--- src/rtl/inst_loader_pkg.sv ---
// Shared definitions for the boot-time instruction loader.
// State encoding, bytes per instruction and word-address shift.
package inst_loader_pkg;

  localparam logic [2:0] S_IDLE   = 3'd0;
  localparam logic [2:0] S_LEN_HI = 3'd1;
  localparam logic [2:0] S_LEN_LO = 3'd2;
  localparam logic [2:0] S_DATA   = 3'd3;
  localparam logic [2:0] S_WRITE  = 3'd4;
  localparam logic [2:0] S_CHECK  = 3'd5;
  localparam logic [2:0] S_DONE   = 3'd6;
  localparam logic [2:0] S_ERR    = 3'd7;

  typedef enum logic [2:0] {
    IDLE   = S_IDLE,
    LEN_HI = S_LEN_HI,
    LEN_LO = S_LEN_LO,
    DATA   = S_DATA,
    WRITE  = S_WRITE,
    CHECK  = S_CHECK,
    DONE   = S_DONE,
    ERR    = S_ERR
  } state_t;

  localparam int INST_BYTES = 4;
  localparam int ADDR_SHIFT = 2;

endpackage

--- src/rtl/inst_loader_byte_packer.sv ---
// Big-endian 4-byte word assembler with running XOR checksum.
// Ports: clr, shift, byte_in in; word_full, word, checksum out.
module byte_packer
  import inst_loader_pkg::*;
(
  input  logic        clk,
  input  logic        rst_n,
  input  logic        clr,
  input  logic        shift,
  input  logic [7:0]  byte_in,
  output logic        word_full,
  output logic [31:0] word,
  output logic [7:0]  checksum
);

  logic [1:0] cnt;

  // High when the next shifted byte completes a word.
  assign word_full = (cnt == 2'(INST_BYTES - 1));

  always_ff @(posedge clk or negedge rst_n) begin
    if (!rst_n) begin
      cnt      <= '0;
      word     <= '0;
      checksum <= '0;
    end else if (clr) begin
      cnt      <= '0;
      checksum <= '0;
    end else if (shift) begin
      cnt      <= cnt + 2'd1;
      word     <= {word[23:0], byte_in};
      checksum <= checksum ^ byte_in;
    end
  end

endmodule

--- src/rtl/inst_loader.sv ---
// Boot loader: frames a byte stream into instruction-memory writes.
// Ports: start/byte stream in; wr_* mem port, cpu_hold/done/error out.
module inst_loader
  import inst_loader_pkg::*;
#(
  parameter int ADDR_W    = 8,
  parameter int MAX_WORDS = 256
) (
  input  logic              clk,
  input  logic              rst_n,
  input  logic              start,
  input  logic [7:0]        byte_in,
  input  logic              byte_valid,
  output logic              byte_ready,
  output logic              wr_en,
  output logic [31:0]       wr_addr,
  output logic [31:0]       wr_data,
  output logic              cpu_hold,
  output logic              done,
  output logic              error,
  output logic [ADDR_W:0]   words_loaded
);

  localparam logic [16:0] MAXW = 17'(MAX_WORDS);

  state_t            state, state_n;
  logic [7:0]        n_hi;
  logic [15:0]       n_len;
  logic [15:0]       n_new;
  logic [ADDR_W-1:0] word_idx;
  logic [16:0]       idx_inc;
  logic              acc;
  logic              load;
  logic              last;
  logic              word_full;
  logic [31:0]       pk_word;
  logic [7:0]        checksum;

  assign acc     = byte_valid & byte_ready;
  assign n_new   = {n_hi, byte_in};
  assign idx_inc = 17'(word_idx) + 17'd1;
  assign last    = (idx_inc == {1'b0, n_len});
  assign load    = start &
                   ((state == IDLE) | (state == DONE) | (state == ERR));

  byte_packer u_packer (
    .clk       (clk),
    .rst_n     (rst_n),
    .clr       (load),
    .shift     (acc & (state == DATA)),
    .byte_in   (byte_in),
    .word_full (word_full),
    .word      (pk_word),
    .checksum  (checksum)
  );

  always_ff @(posedge clk or negedge rst_n) begin
    if (!rst_n) state <= IDLE;
    else        state <= state_n;
  end

  always_comb begin
    state_n = state;
    unique case (state)
      IDLE, DONE, ERR: if (start) state_n = LEN_HI;
      LEN_HI: if (acc) state_n = LEN_LO;
      LEN_LO: if (acc) begin
        if ({1'b0, n_new} > MAXW) state_n = ERR;
        else if (n_new == 16'd0)  state_n = CHECK;
        else                      state_n = DATA;
      end
      DATA:  if (acc && word_full) state_n = WRITE;
      WRITE: state_n = last ? CHECK : DATA;
      CHECK: if (acc) state_n = (byte_in == checksum) ? DONE : ERR;
      default: state_n = IDLE;
    endcase
  end

  // Outputs are registered from the next state so they line up
  // with the state they describe.
  always_ff @(posedge clk or negedge rst_n) begin
    if (!rst_n) begin
      byte_ready   <= 1'b0;
      wr_en        <= 1'b0;
      wr_addr      <= '0;
      wr_data      <= '0;
      cpu_hold     <= 1'b1;
      done         <= 1'b0;
      error        <= 1'b0;
      words_loaded <= '0;
      word_idx     <= '0;
      n_hi         <= '0;
      n_len        <= '0;
    end else begin
      byte_ready <= (state_n == LEN_HI) | (state_n == LEN_LO) |
                    (state_n == DATA)   | (state_n == CHECK);
      wr_en      <= (state_n == WRITE);
      cpu_hold   <= (state_n != DONE);
      done       <= (state_n == DONE);
      error      <= (state_n == ERR);
      if (state_n == WRITE) begin
        wr_addr <= 32'(word_idx) << ADDR_SHIFT;
        // The 4th byte lands in the packer on this same edge.
        wr_data <= {pk_word[23:0], byte_in};
      end
      if (state == LEN_HI && acc) n_hi <= byte_in;
      if (state == LEN_LO && acc) n_len <= n_new;
      if (load) begin
        words_loaded <= '0;
        word_idx     <= '0;
      end else if (state == WRITE) begin
        words_loaded <= words_loaded + 1'b1;
        if (!last) word_idx <= word_idx + 1'b1;
      end
    end
  end

endmodule

--- config.mk ---
export PLATFORM = sky130hd
export DESIGN_NAME = inst_loader
export DESIGN_NICKNAME = d
export VERILOG_FILES = /design/src/rtl/inst_loader_pkg.sv /design/src/rtl/inst_loader_byte_packer.sv /design/src/rtl/inst_loader.sv
export SDC_FILE = /design/constraint.sdc
export NUM_CORES = 1
export LEC_CHECK = 0
export BUFFER_PORTS_ARGS = -buffer_cell sky130_fd_sc_hd__buf_2
export CORE_UTILIZATION = 63
export CTS_BUF_LIST = sky130_fd_sc_hd__clkbuf_8
export DETAILED_ROUTE_END_ITERATION = 12
export GPL_TIMING_DRIVEN = 1
export PLACE_DENSITY_LB_ADDON = 0.2
export SKIP_LAST_GASP = 1
export SLEW_MARGIN = 15
export SYNTH_ARGS = -nofsm -noshare
export SYNTH_HDL_FRONTEND = slang
export SYNTH_SLANG_ARGS = --single-unit
--- constraint.sdc ---
create_clock -name clk -period 3.9 [get_ports clk]
set_input_delay 0.78 -clock clk [delete_from_list [all_inputs] [get_ports clk]]
set_output_delay 0.78 -clock clk [all_outputs]
set_load 0.01 [all_outputs]
# ---- Yosys cells after proc, flatten, opt, wreduce, memory -nomap -nowiden
# Index checks and enable logic that the tools add are counted.
dict set report word_totals {
  elab_cells 78
  output_inout_bits 78
  register_bits 123
  in_bits 12
}
dict set report classes {
  magnitude_cmp 1
  n_mux 19
  n_bitwise 10
  addsub 4
  n_reduce_logical 10
  eq_ne 19
}
# cell n
set ops {}
lappend ops {{8-bit two-way mux} 5}
lappend ops {{3-bit == test (second input constant)} 8}
lappend ops {{3-bit two-way mux} 8}
lappend ops {{9-bit two-way mux} 2}
lappend ops {{3-bit case mux with 6 select lines} 1}
lappend ops {{9-bit by 16-bit == test with 1-bit output} 1}
lappend ops {{16-bit by 9-bit greater-than comparator with 1-bit output (second input constant)} 1}
lappend ops {{16-bit logical NOT} 1}
lappend ops {{3-bit by 2-bit == test with 1-bit output (second input constant)} 4}
lappend ops {{8-bit by 1-bit adder with 9-bit output (second input constant)} 1}
lappend ops {{9-bit by 1-bit adder with 9-bit output (second input constant)} 1}
lappend ops {{8-bit by 1-bit adder with 8-bit output (second input constant)} 1}
lappend ops {{8-bit == test} 1}
lappend ops {{8-bit bitwise XOR} 1}
lappend ops {{3-bit by 1-bit == test with 1-bit output (second input constant)} 2}
lappend ops {{1-bit bitwise OR} 5}
lappend ops {{2-bit two-way mux} 2}
lappend ops {{2-bit AND reduction} 2}
lappend ops {{2-bit nonzero test} 2}
lappend ops {{1-bit bitwise AND} 3}
lappend ops {{1-bit logical AND} 3}
lappend ops {{3-bit logical NOT} 1}
lappend ops {{3-bit inequality test (second input constant)} 1}
lappend ops {{3-bit OR reduction} 1}
lappend ops {{other kinds (5)} 5}

# ---- Logic depth before layout (Yosys ltp)
dict set report logic_depth {
  ltp_word 9
  mapped_depth 9
  mapped_depth_nobuf 7
}

# ---- Hierarchy
# Synthesis repeated with hierarchy kept, for this count alone.
dict set report hier_totals {
  hier_cells 478
  area_unflattened_um2 6150.9
}
# mod seq_area_each_um2 cells_per_inst area_each_um2 instances
set by_module_without_submodules {}
lappend by_module_without_submodules {inst_loader 2228.4 367 4302.9 1}
lappend by_module_without_submodules {byte_packer 1051.0 111 1848.0 1}

# ---- Worst setup path before layout
# OpenSTA, ideal clock, no wires.
dict set report synth_timing {
  kind {flip-flop to flip-flop}
  start {register word_idx[1]}
  end {register word_idx[1]}
  n_path_buf 1
  stages_incl_launch_ff 9
  path_slack_ns 1.400
  setup_ns 0.079
  synth_period_minus_slack_ns 2.500
  required_time_ns 3.821
  arrival_time_ns 2.421
  cell_sequence {dfrtp_1 -> ha_1 -> xnor2_1 -> nand4_1 -> or4_4 -> a2111oi_4 -> nand2b_1 -> buf_6 -> mux2i_1}
}
dict set report synth_between {
  elab_chain_len 4
  word_cells_on_any_way 8
  classes_between {add/sub: 2; eq/ne: 2; mux: 3; reduce/logical: 1}
}
# item line
set synth_lines {}
lappend synth_lines {{start, declared} inst_loader.sv:30} ;# logic [ADDR_W-1:0] word_idx;
lappend synth_lines {{start signal, assigned} inst_loader.sv:113} ;# if (!last) word_idx <= word_idx + 1'b1;
lappend synth_lines {{8-bit by 1-bit adder with 9-bit output or 8-bit by 1-bit adder with 8-bit output (tied branches)} {inst_loader.sv:41, inst_loader.sv:113}}
lappend synth_lines {{9-bit by 16-bit == test with 1-bit output or 8-bit two-way mux (tied branches)} {inst_loader.sv:42, inst_loader.sv:113}}
lappend synth_lines {{2-bit inequality test (no line) or 8-bit two-way mux (tied branches)} n/a}
lappend synth_lines {{2-bit AND reduction (no line) or 8-bit two-way mux (tied branches)} n/a}
# Several ways; a longest one is shown, not always the timed one. The select of a mux whose other input is x is not followed.
# A chain may end at the register's enable or synchronous reset.

# ---- Worst setup path after layout
dict set report layout_timing {
  start {register word_idx[0]}
  end {register word_idx[1]}
}
# The elaborated chain is that of the path after synthesis.

==> impl_metrics.yaml <==
global_routing:
  gr-total-overflow: 0
  grt_max_degree: 88
  grt_pass1_vias: 3695
  grt_pass1_wl_um: 18050
  antenna_found_initial: 0
  grt_util_all_layers_pct: 26.02
power_and_ir_drop:
  leakagePower_nw: 3.179
  pwr_density_cell_mw_per_mm2: 754.8
  ir_drop_mv: 0.4233
clock_network:
  cts_resized: 0
  cts_root_buf: "clkbuf_8"
  clk_latency_ns: 0.43
  clk_pin_slew_ns: 0.08
  cts_buffer_depth: 2
  hold_buffers: 0
  cts_tree: "yes"
  cts_max_level: 4
  cts_buffers: 17
  post_cts_buffers: 0
  cts_sinks: 123
final_layout:
  finish.net_count: 589
  fillerInstances: 610
  drive_above_1_share_pct: 30.83
  area_growth_pct: 14.05
  diodes: 0
  fin_util_pct: 73.85
synth:
  synthArstFlopShare_pct: 100.0
  synth_most_common_cell: "dfrtp_1"
  syn_inst: 509
  synthesis.area_mm2: 0.005619
  synth_area_leaders: "dfrtp_1 (54%), mux2_2 (13%), nand2_1 (6.3%)"
  synth.distinct_cells: 56
  yosysWarnings: 0
  ys_seq_area_share_pct: 54.80
  yosys_register_bits: 123
  avgSynthCellArea_um2: 11.04
  synth-edff-count: 0
  synthFlopType: "dfrtp_1"
  synth_top_cells_by_count: "dfrtp_1 (122), nand2_1 (95), mux2_2 (64), o21ai_0 (26), buf_4 (25)"
  synth_top_area_share_pct: 54.33
  yosysTopAreaCell: "dfrtp_1"
timing:
  rsz0062_at_grt: "no"
  fin_skew_ns: 0.01449
  holdWs_ns: 0.3108
  finalWorstPathRequiredPeriod_ns: 3.195
  worst_slew_pin_slew_ns: 0.8101
  fmax_mhz: 312.9
  slew_viol_final: 0
  max_slew_margin_pct: 45.42
  post-route-period-util_pct: 81.94
  timing.final.ws_setup_ns: 0.7045
  finalSetupViolCount: 0
  finalHoldViolCount: 0
  tns_ns: 0
critical_path:
  cp-start-kind: "flop"
  reg2reg_from: "word_idx[0]"
  slowest_delay_ns: 0.53
  critPathArrivalTime_ns: 3.53
  criticalPathCategory: "reg2reg"
  required_ns: 4.24
  crit_family: "simple AND/OR/NAND/NOR gates"
  worst_r2r_endpoint: "word_idx[1]"
  path_buf_inv: 0
  r2r_cells: 7
  crit_chain: "ha_1 -> and3_2 -> o32ai_1 -> or4_4 -> a2111oi_4 -> nand2b_1 -> mux2i_1"
  cp_max_fo: 12
  r2r_slack_ns: 0.70
  endpoint_kind: "flop"
  slowest_stage: "a2111oi_4"
floorplanning:
  num_rows: 34
  ios: 90
  start_util_pct: 64.75
  die_w_um: 96.44
  core_mm2: 0.008678
  die_h_um: 96.44
  die_area_mm2: 0.009301
drt:
  final_antenna_net_count: 0
  drc_errors: 0
  firstDrtPassIters: 5
  drt_wl_total_um: 11020
  via_per_inst: 5.675
  detail_route.iter0.violations: 181
  route.vias.total: 3944
  wl_per_cell_um: 15.86
outcome:
  status: "finished, final reports clean"
placed_design:
  dpl_worst_slack_ns: 0.8134
  io_buffers: 65
  dp_hpwl_um: 7381
  routabilityCongestion: 0.8602
flow_run:
  drv_cap: 0
hold_path:
  hp-class: "in2async"
==> kinds of logic after synthesis <==
logic type,share of synthesized area [%]
AOI/OAI and AO/OA,7.125
xor gates and xnor gates,3.875
adders and majority gates,0.6681
buffers and inverters,5.878
DFF,54.80
muxes,13.36
other,0.06674
and+or+nand+nor,14.23
==> stage by stage <==
stage	cell area [µm²]	total power [mW]	std cells
floorplan	5705	3.079	532
global placement	5938	3.465	663
detailed placement	5938	3.533	663
CTS	6409	4.863	695
global route	6409	5.149	695
finish	6409	4.837	695
==> flip-flops by register name, indices dropped and copies added, names as in the netlist <==
name,flops
words_loaded,9
wr_en,1
state,3
done,1
u_packer.cnt,2
n_hi,8
byte_ready,1
u_packer.checksum,8
n_len,16
error,1
word_idx,8
wr_data,32
wr_addr,8
u_packer.word,24
cpu_hold,1
==> worst max-delay path by stage <==
stage,start,end,slack [ns],cells past startpoint
after floorplan,word_idx[1],word_idx[1],1.40,8
after global placement,word_idx[0],word_idx[1],0.91,7
after detailed placement,word_idx[0],word_idx[3],0.81,7
after CTS,word_idx[0],word_idx[1],0.74,7
after global routing,word_idx[0],word_idx[1],0.49,7
final,word_idx[0],word_idx[1],0.70,7
==> layout by cell type (no fill, tap or decap), types with 3 or more instances in the layout <==
master       n
dfrtp_1    122
nand2_1     95
mux2_2      64
buf_2       64
o21ai_0     26
nor2_1      24
conb_1      24
clkbuf_8    17
xnor2_1     14
inv_1       10
a21oi_1      9
xor2_1       9
nand3_1      7
nand4_1      7
nor4_1       6
nand2b_1     6
buf_4        6
or3_1        5
bufinv_16    5
clkinv_4     5
nor3_1       3
and2_1       3
a31oi_1      3
mux2i_1      3
o22ai_1      3
ha_1         3
inv_6        3
==> area by class of cell <==
type,count,area (µm²),area share [%]
multi-input combinational,351,2301,35.90
inverter,10,37.54,0.5857
clock buffer,17,234.0,3.651
tap,108,135.1,2.109
sequential,123,3079,48.05
timing repair buffer,71,385.4,6.013
clock inverter,15,236.5,3.690
==> layer usage <==
layer / global-route usage [%] / vias to the layer above / part of all wire, %
met5: 0 / - / 0
met4: 8.333 / 0 / 1.1
met3: 5.243 / 20 / 3.8
met2: 42.31 / 110 / 49
met1: 35.37 / 1980 / 46
li1: - / 1834 / -
==> where the power goes <==
| group | total [mW] | switching [mW] | internal [mW] |
|---|---|---|---|
| logic | 1.36 | 0.720 | 0.644 |
| clock network | 1.32 | 0.540 | 0.775 |
| registers | 2.16 | 0.407 | 1.75 |
| total | 4.84 | 1.67 | 3.17 |
Note: power is estimated with default switching activity, not from simulation.
